**src/rtl/logic_op_pkg.sv**
```systemverilog
// Shared opcode encoding and skid-buffer state type for the logic_op_pipe block.
package logic_op_pkg;

  localparam int OP_W = 3;

  typedef enum logic [OP_W-1:0] {
    OP_AND     = 3'd0,
    OP_OR      = 3'd1,
    OP_XOR     = 3'd2,
    OP_NOT     = 3'd3,
    OP_XNOR    = 3'd4,
    OP_NAND    = 3'd5,
    OP_NOR     = 3'd6,
    OP_ILLEGAL = 3'd7
  } op_e;

  typedef enum logic [1:0] {
    ST_EMPTY = 2'd0,
    ST_ONE   = 2'd1,
    ST_TWO   = 2'd2
  } skid_state_e;

endpackage

```
**src/rtl/logic_op_pipe_if.sv**
```systemverilog
// Operand/result bus of logic_op_pipe: valid/ready input port, valid/ready output port.
interface logic_op_pipe_if #(
  parameter int WIDTH = 8,
  parameter int CNT_W = 16
) ();
  import logic_op_pkg::*;

  logic             in_valid;
  logic             in_ready;
  logic [OP_W-1:0]  in_op;
  logic [WIDTH-1:0] in_a;
  logic [WIDTH-1:0] in_b;
  logic             out_valid;
  logic             out_ready;
  logic [WIDTH-1:0] out_y;
  logic             out_err;
  logic [CNT_W-1:0] out_cnt;

  modport master (
    output in_valid, in_op, in_a, in_b, out_ready,
    input  in_ready, out_valid, out_y, out_err, out_cnt
  );

  modport slave (
    input  in_valid, in_op, in_a, in_b, out_ready,
    output in_ready, out_valid, out_y, out_err, out_cnt
  );

endinterface

```
**src/rtl/logic_op_skid.sv**
```systemverilog
// Generic 2-entry skid buffer: main register drives the output, skid register
// absorbs one extra beat so the registered ready never drops data.
module logic_op_skid
  import logic_op_pkg::*;
#(
  parameter int DW = 9
) (
  input  logic          clk,
  input  logic          rst_n,
  input  logic          s_valid_i,
  output logic          s_ready_o,
  input  logic [DW-1:0] s_data_i,
  output logic          m_valid_o,
  input  logic          m_ready_i,
  output logic [DW-1:0] m_data_o
);

  skid_state_e   state_q, state_d;
  logic [DW-1:0] main_q, main_d;
  logic [DW-1:0] skid_q, skid_d;
  logic          ready_q, ready_d;
  logic          accept;
  logic          drain;

  assign accept = s_valid_i && ready_q;
  assign drain  = (state_q != ST_EMPTY) && m_ready_i;

  always_comb begin
    state_d = state_q;
    main_d  = main_q;
    skid_d  = skid_q;
    ready_d = 1'b1;
    case (state_q)
      ST_EMPTY: begin
        if (accept) begin
          main_d  = s_data_i;
          state_d = ST_ONE;
        end
      end
      ST_ONE: begin
        // Accept and drain together reload main in place: no bubble.
        if (accept && drain) begin
          main_d = s_data_i;
        end else if (accept) begin
          skid_d  = s_data_i;
          state_d = ST_TWO;
        end else if (drain) begin
          state_d = ST_EMPTY;
        end
      end
      ST_TWO: begin
        if (drain) begin
          main_d  = skid_q;
          state_d = ST_ONE;
        end
      end
      default: state_d = ST_EMPTY;
    endcase
    ready_d = (state_d != ST_TWO);
  end

  always_ff @(posedge clk or negedge rst_n) begin
    if (!rst_n) begin
      state_q <= ST_EMPTY;
      main_q  <= '0;
      skid_q  <= '0;
      ready_q <= 1'b0;
    end else begin
      state_q <= state_d;
      main_q  <= main_d;
      skid_q  <= skid_d;
      ready_q <= ready_d;
    end
  end

  assign s_ready_o = ready_q;
  assign m_valid_o = (state_q != ST_EMPTY);
  assign m_data_o  = main_q;

endmodule

```
**src/rtl/logic_op_pipe.sv**
```systemverilog
// Bitwise gate front end: opcode decode + gate function feeding a 2-entry skid
// buffer. Define LOGIC_OP_CNT_EN to enable the saturating output transfer counter.
module logic_op_pipe
  import logic_op_pkg::*;
#(
  parameter int WIDTH = 8,
  parameter int CNT_W = 16
) (
  input  logic           clk,
  input  logic           rst_n,
  logic_op_pipe_if.slave bus
);

  logic [WIDTH-1:0] y_c;
  logic             err_c;
  logic [WIDTH:0]   res_c;
  logic [WIDTH:0]   out_data;

  always_comb begin
    y_c   = '0;
    err_c = 1'b0;
    case (bus.in_op)
      OP_AND:  y_c = bus.in_a & bus.in_b;
      OP_OR:   y_c = bus.in_a | bus.in_b;
      OP_XOR:  y_c = bus.in_a ^ bus.in_b;
      OP_NOT:  y_c = ~bus.in_a;
      OP_XNOR: y_c = ~(bus.in_a ^ bus.in_b);
      OP_NAND: y_c = ~(bus.in_a & bus.in_b);
      OP_NOR:  y_c = ~(bus.in_a | bus.in_b);
      default: begin
        y_c   = '0;
        err_c = 1'b1;
      end
    endcase
  end

  // The error flag rides along as the top bit of the buffered word.
  assign res_c = {err_c, y_c};

  logic_op_skid #(
    .DW(WIDTH + 1)
  ) u_skid (
    .clk       (clk),
    .rst_n     (rst_n),
    .s_valid_i (bus.in_valid),
    .s_ready_o (bus.in_ready),
    .s_data_i  (res_c),
    .m_valid_o (bus.out_valid),
    .m_ready_i (bus.out_ready),
    .m_data_o  (out_data)
  );

  assign bus.out_y   = out_data[WIDTH-1:0];
  assign bus.out_err = out_data[WIDTH];

`ifdef LOGIC_OP_CNT_EN
  logic [CNT_W-1:0] cnt_q, cnt_d;

  always_comb begin
    cnt_d = cnt_q;
    if (bus.out_valid && bus.out_ready && (cnt_q != {CNT_W{1'b1}})) begin
      cnt_d = cnt_q + CNT_W'(1);
    end
  end

  always_ff @(posedge clk or negedge rst_n) begin
    if (!rst_n) begin
      cnt_q <= '0;
    end else begin
      cnt_q <= cnt_d;
    end
  end

  assign bus.out_cnt = cnt_q;
`else
  assign bus.out_cnt = '0;
`endif

endmodule

```
**src/flat_wrapper.sv**
```systemverilog
// flat-port wrapper written by rule: the top's interface ports become plain ports
module logic_op_pipe_flat import logic_op_pkg::*;
#(
  parameter int WIDTH = 8,
  parameter int CNT_W = 16
)
  (clk, rst_n, bus_in_valid, bus_in_op, bus_in_a, bus_in_b, bus_out_ready, bus_in_ready, bus_out_valid, bus_out_y, bus_out_err, bus_out_cnt);
  logic_op_pipe_if #(.WIDTH(WIDTH), .CNT_W(CNT_W)) bus_i ();
  input  logic clk;
  input  logic rst_n;
  input wire logic [$bits(bus_i.in_valid)-1:0] bus_in_valid;
  input wire logic [$bits(bus_i.in_op)-1:0] bus_in_op;
  input wire logic [$bits(bus_i.in_a)-1:0] bus_in_a;
  input wire logic [$bits(bus_i.in_b)-1:0] bus_in_b;
  input wire logic [$bits(bus_i.out_ready)-1:0] bus_out_ready;
  output wire logic [$bits(bus_i.in_ready)-1:0] bus_in_ready;
  output wire logic [$bits(bus_i.out_valid)-1:0] bus_out_valid;
  output wire logic [$bits(bus_i.out_y)-1:0] bus_out_y;
  output wire logic [$bits(bus_i.out_err)-1:0] bus_out_err;
  output wire logic [$bits(bus_i.out_cnt)-1:0] bus_out_cnt;
  assign bus_i.in_valid = bus_in_valid;
  assign bus_i.in_op = bus_in_op;
  assign bus_i.in_a = bus_in_a;
  assign bus_i.in_b = bus_in_b;
  assign bus_i.out_ready = bus_out_ready;
  assign bus_in_ready = bus_i.in_ready;
  assign bus_out_valid = bus_i.out_valid;
  assign bus_out_y = bus_i.out_y;
  assign bus_out_err = bus_i.out_err;
  assign bus_out_cnt = bus_i.out_cnt;
  logic_op_pipe #(.WIDTH(WIDTH), .CNT_W(CNT_W)) u_core (.clk(clk), .rst_n(rst_n), .bus(bus_i));
endmodule
```
**config.mk**
```make
export PLATFORM = sky130hd
export DESIGN_NAME = logic_op_pipe_flat
export DESIGN_NICKNAME = d
export VERILOG_FILES = /design/src/rtl/logic_op_pkg.sv /design/src/rtl/logic_op_pipe_if.sv /design/src/rtl/logic_op_skid.sv /design/src/rtl/logic_op_pipe.sv /design/src/flat_wrapper.sv
export SDC_FILE = /design/constraint.sdc
export NUM_CORES = 1
export LEC_CHECK = 0
export ABC_AREA = 1
export BUFFER_PORTS_ARGS = -buffer_cell sky130_fd_sc_hd__buf_4
export CORE_MARGIN = 2
export CORE_UTILIZATION = 48
export DETAILED_ROUTE_END_ITERATION = 10
export MAX_ROUTING_LAYER = met4
export PLACE_DENSITY = 0.77
export SETUP_SLACK_MARGIN = 0.1
export SYNTH_ARGS = -nofsm -noshare
export SYNTH_HDL_FRONTEND = slang
export SYNTH_SLANG_ARGS = --single-unit
```
**constraint.sdc**
```tcl
create_clock -name clk -period 1.2 [get_ports clk]
set_input_delay 0.24 -clock clk [delete_from_list [all_inputs] [get_ports clk]]
set_output_delay 0.24 -clock clk [all_outputs]
set_load 0.03 [all_outputs]
```
* After elaboration in Yosys (flattened, before gate mapping)
Index checks and enable logic that the tools add are counted.
Storage, ports and cells: input port bits 23, word-level logic and storage cells 46, register bits after elaboration 21, output and inout bits 27
Operators by class: equal/unequal tests 12, mux-type cells 12, reductions and logical operators 10, bitwise logic cells 8
Operator list (count):
- $pmux 8 s7 | 1
- $not 8->8 | 4
- $mux 9 | 3
- $pmux 9 s3 | 1
- $mux 2 | 5
- $eq 3x3->1 const B | 3
- $and 8x8->8 | 1
- $ne 2x2->1 const B | 4
- $or 8x8->8 | 1
- $xor 8x8->8 | 1
- $reduce_or 7->1 | 1
- $eq 3x2->1 const B | 2
- $pmux 2 s3 | 1
- $reduce_and 4->1 | 1
- $eq 3x1->1 const B | 1
- $logic_and 1x1->1 | 3
- $logic_not 3->1 | 1
- $reduce_and 3->1 | 1
- $reduce_bool 3->1 | 1
- $eq 2x1->1 const B | 1
- $eq 2x2->1 const B | 1
- $logic_not 2->1 | 1
- $reduce_bool 2->1 | 1
- $mux 1 | 1
- $not 1->1 | 1

* Depth between registers and ports, before layout
depth after elaboration 7, mapped depth 9, depth with buffers taken out 9

* By module
A second synthesis with hierarchy kept.
Unflattened totals: cells, all modules 311, area total of the unflattened synthesis 2125.8 µm²
Modules (own cells, without submodules):
- logic_op_pipe | area an instance 1077.3 µm², instances 1, cells each 188, sequential area each 0.0 µm²
- logic_op_skid | area an instance 1048.5 µm², instances 1, cells each 123, sequential area each 525.5 µm²

* Worst setup path before layout
No wires, ideal clock.
path kind reg2reg, start register u_core.u_skid.state_q[0], end register u_core.u_skid.main_q[8] (netlist: u_core.u_skid.m_data_o[8]), period minus slack after synthesis 1421 ps, path buffers 1, required time 1062 ps, slack -221 ps, stages on the path, launching flop included 7, arrival time 1283 ps, setup time 138 ps, path through dfrtp_1 or2_2 nand2_1 o21ai_2 clkbuf_8 nand2_1 o21ai_0
On the way: longest elaborated chain between the ends 5, elaborated cells between the ends (all ways) 12, classes of those cells eq/ne: 5; mux: 1; reduce/logical: 6
RTL lines:
- start, declared | RTL line logic_op_skid.sv:18 | skid_state_e state_q, state_d;
- start signal, assigned | RTL line logic_op_skid.sv:69 | state_q <= state_d;
- $reduce_bool 2->1 (*)
- via bus_out_valid | RTL line flat_wrapper.sv:17 | output wire logic [$bits(bus_i.out_valid)-1:0] bus_out_valid;
- $logic_and 1x1->1 (*) | RTL line logic_op_skid.sv:26 | assign drain = (state_q != ST_EMPTY) && m_ready_i;
- $logic_and 1x1->1 | RTL line logic_op_skid.sv:42 | if (accept && drain) begin
- $ne 2x2->1 (no line)
- $reduce_and 4->1 (no line) (*)
- end signal, assigned | RTL line logic_op_skid.sv:70 | main_q <= main_d;
- end, declared | RTL line logic_op_skid.sv:19 | logic [DW-1:0] main_q, main_d;
The timed path passes the listed nets; every way through them passes the cells marked *. A chain may end at the register's enable or synchronous reset.

* Final worst setup path
start register u_core.u_skid.state_q[0], end output port bus_out_valid
On the way: longest elaborated chain between the ends 1
RTL lines:
- $reduce_bool 2->1 | RTL line logic_op_skid.sv:77 | assign m_valid_o = (state_q != ST_EMPTY);
- end, declared | RTL line flat_wrapper.sv:17
Every way passes these cells.

==> flow_summary.yaml <==
clocking:
  reg_clk_slew_reported_paths_ps: 80
  clock_sink_count: 21
  largest_buffer_count_on_any_clock_path: 2
  cts_tree: "done"
  clk-insertion-delay-late_ps: 270
  htree_num_levels: 1
  root_buffer: "clkbuf_8"
  cts_made_buffers: 3
drt:
  detail_route.drc_violations: 0
  routed_wire_length_per_instance_um: 11.5
  wirelength_um: 4570
  drt-vias-per-instance: 4.99
  ant_nets: 0
  dr.first_iter.drc_count: 138
  vias: 1985
  drtPass1Iterations: 4
synthesis:
  synth.area.top_cells: "dfrtp_1 (28%), nand2_1 (16%), ha_1 (11%)"
  yosysWarningCount: 0
  sequential_share_of_the_synthesized_area_pct: 27.9
  ys_dominant_reg_cell: "dfrtp_1"
  flop_and_latch_count_out_of_synthesis: 21
  post_synthesis_instance_area_um2: 1880
  syn-instance-count: 284
  synth.most_common_cell: "nand2_1"
  synthTopCellsByCount: "nand2_1 (78), inv_1 (35), nor2_1 (32)"
  synth_top_area_share_pct: 27.9
  number_of_enable_flip_flop_cells_after_synthesis: 0
  synth_area_per_cell_um2: 6.63
  library_cell_occupying_the_most_area_in_the_post_synthesis_netlist: "dfrtp_1"
  async_reset_ff_share_pct: 100
  synth_cell_types: 24
global_route:
  grt_max_degree: 22
  globalRouteOverflowTotal: 0
  grt_pass1_wl_um: 7720
  first_global_vias: 1914
  gr-usage-all-layers_pct: 22.7
  antenna_violations_before_repair: 0
finish:
  fillerInstances: 315
  diodes: 0
  flow.area_growth_from_synthesis_pct: 36.7
  final_layout_net_count: 390
  layout-drive-gt1-share_pct: 30.6
worst_hold_path:
  min_from: "bus_out_ready"
  timing.hold.worst.class: "primary input to flip-flop"
  hold_depth: 3
floorplan:
  die_area_um2: 4440
  core_region_area_um2: 3720
  die-height_um: 66.7
  die_width_um: 66.7
  initial_utilization_pct: 50.7
  row_count: 22
  ios: 50
critical_path:
  timing.critical_path.cells: "or2_4, buf_6, buf_6"
  start_kind: "flip-flop"
  worst-r2r-cell-count: 8
  cp_data_arrival_time_ps: 1210
  crit_buf_inv: 2
  path_delay_family: "flip-flops"
  required_time_of_the_critical_path_ps: 960
  critical_path.reg2reg.startpoint: "u_core.u_skid.state_q[0]$_DFF_PN0_"
  timing.critical_path.mode_cell: "buf_6"
  cpPeakStageDelay_ps: 420
  critical_path.startpoint: "u_core.u_skid.state_q[0]$_DFF_PN0_"
  cpMaxStageDelayCell: "dfrtp_1"
  criticalPathCategory: "flip-flop to output port"
  largest_fanout_of_any_net_on_the_critical_path: 2
  cp.depth: 3
  nature_of_the_critical_path_endpoint: "output port"
job:
  maxcap_violations: 0
timing:
  clock_skew_ps: 8.59
  period_share_pct: 121
  period_needed_ps: 1450
  holdWs_ps: 280
  grt_setup_unrepaired: "yes"
  setup_ws_final_ps: -251
  finalSetupViolCount: 22
  clock.fmax_mhz: 689
  fin_setup_tns_ps: -2700
  finalHoldViolCount: 0
  timing.final.max_slew_violations: 0
pwr:
  cellPowerDensity_nw_per_um2: 1700
  net-switching-power_uw: 1940
  clkPwrFrac_pct: 10.7
  combinationalPowerShare_pct: 61.8
  cell_internal_pwr_uw: 2450
  fin_total_pwr_uw: 4390
  sequentialPowerShare_pct: 27.5
  power.static_leakage_uw: 0.00149
  switching_share_pct: 44.2
  peakVddDrop_mv: 1.22
status:
  run_status: "complete, but fails checks"
  violations: "negative setup slack"
placed_design:
  hpwl_um: 3330
  weighted_congestion_at_the_end_of_routability_driven_global_placement: 0.851
  port_buffers: 33
state kept, by name, summed over array words and instances (netlist names):
register / count
u_core.u_skid.s_ready_o: 1
u_core.u_skid.skid_q: 9
u_core.u_skid.m_data_o: 9
u_core.u_skid.state_q: 2
metrics by stage:
stage	area, um2	setup WS (ps)	utilization [%]	instances
floorplan	1970	-92.3	-	299
global placement	2330	-209	62.7	385
detailed placement	2330	-228	62.7	385
CTS	2520	-182	67.7	397
global route	2580	-268	69.3	398
finish	2580	-251	69.3	398
worst paths after layout:
check	slack [ps]	to
min in group asynchronous	380	u_core.u_skid.m_data_o[3]$_DFFE_PN0P_
setup reg to reg	-210	u_core.u_skid.m_data_o[4]$_DFFE_PN0P_
hold reg to reg	480	u_core.u_skid.m_data_o[2]$_DFFE_PN0P_
setup / recovery	-250	bus_out_valid
hold / removal	280	u_core.u_skid.s_ready_o$_DFF_PN0_
max in group asynchronous	590	u_core.u_skid.s_ready_o$_DFF_PN0_
cell type report:
cell class              count  area (um2)  area share [%]
clock buffers               4        45.0            1.75
well taps                  48        60.1            2.33
repair buffers             72         611            23.7
inverters                  37         146            5.68
repair inverters            1        7.51           0.291
flip-flops and latches     21         527            20.4
multi-input cells         215        1180            45.8
kinds of logic after synthesis:
kind of cell    after synthesis  share of synthesized area, %
compound gates               23                          6.31
other cells                   1                         0.199
fa+ha+maj                    16                          10.6
buf+inv                      63                          17.7
simple gates                160                          37.3
flops                        21                          27.9
cells in the final DEF (no fill, tap or decap), types with 8 or more instances in the layout:
| master | n |
|---|---|
| nand4_1 | 16 |
| nand2_1 | 75 |
| ha_1 | 16 |
| inv_1 | 32 |
| dfrtp_1 | 20 |
| nor2_1 | 28 |
| nand3_1 | 25 |
| conb_1 | 16 |
| buf_6 | 8 |
| buf_4 | 60 |
per-layer routing:
metal | GRT usage (%) | wire (um)
met5 | - | 0
met4 | 5.61 | 67
met3 | 3.55 | 213
met2 | 41.0 | 2320
met1 | 26.3 | 1970
power groups by stage:
stage | logic, uW | clock network (uW) | registers [uW]
6_report | 2710 | 469 | 1210
4_1_cts | 2570 | 471 | 1190
3_3_place_gp | 2100 | 0 | 1210
3_5_place_dp | 2150 | 0 | 1220
5_1_grt | 2960 | 498 | 1250
2_1_floorplan | 1160 | 0 | 1490
tightest hold or removal path, cell delays in order:
cell	delay [ps]
buf_4	120
nand2_1	90
a21oi_2	70
timing repair:
item | CTS | global route
hold endpoints to repair | 21 | 0
setup endpoints to repair | 22 | 23
gates cloned | 1 | 0
pin swaps | 7 | 0
resized for setup | 20 | 12
hold buffers | 1 | 0
buffers inserted | 6 | 1
Note: power is estimated with default switching activity, not from simulation.
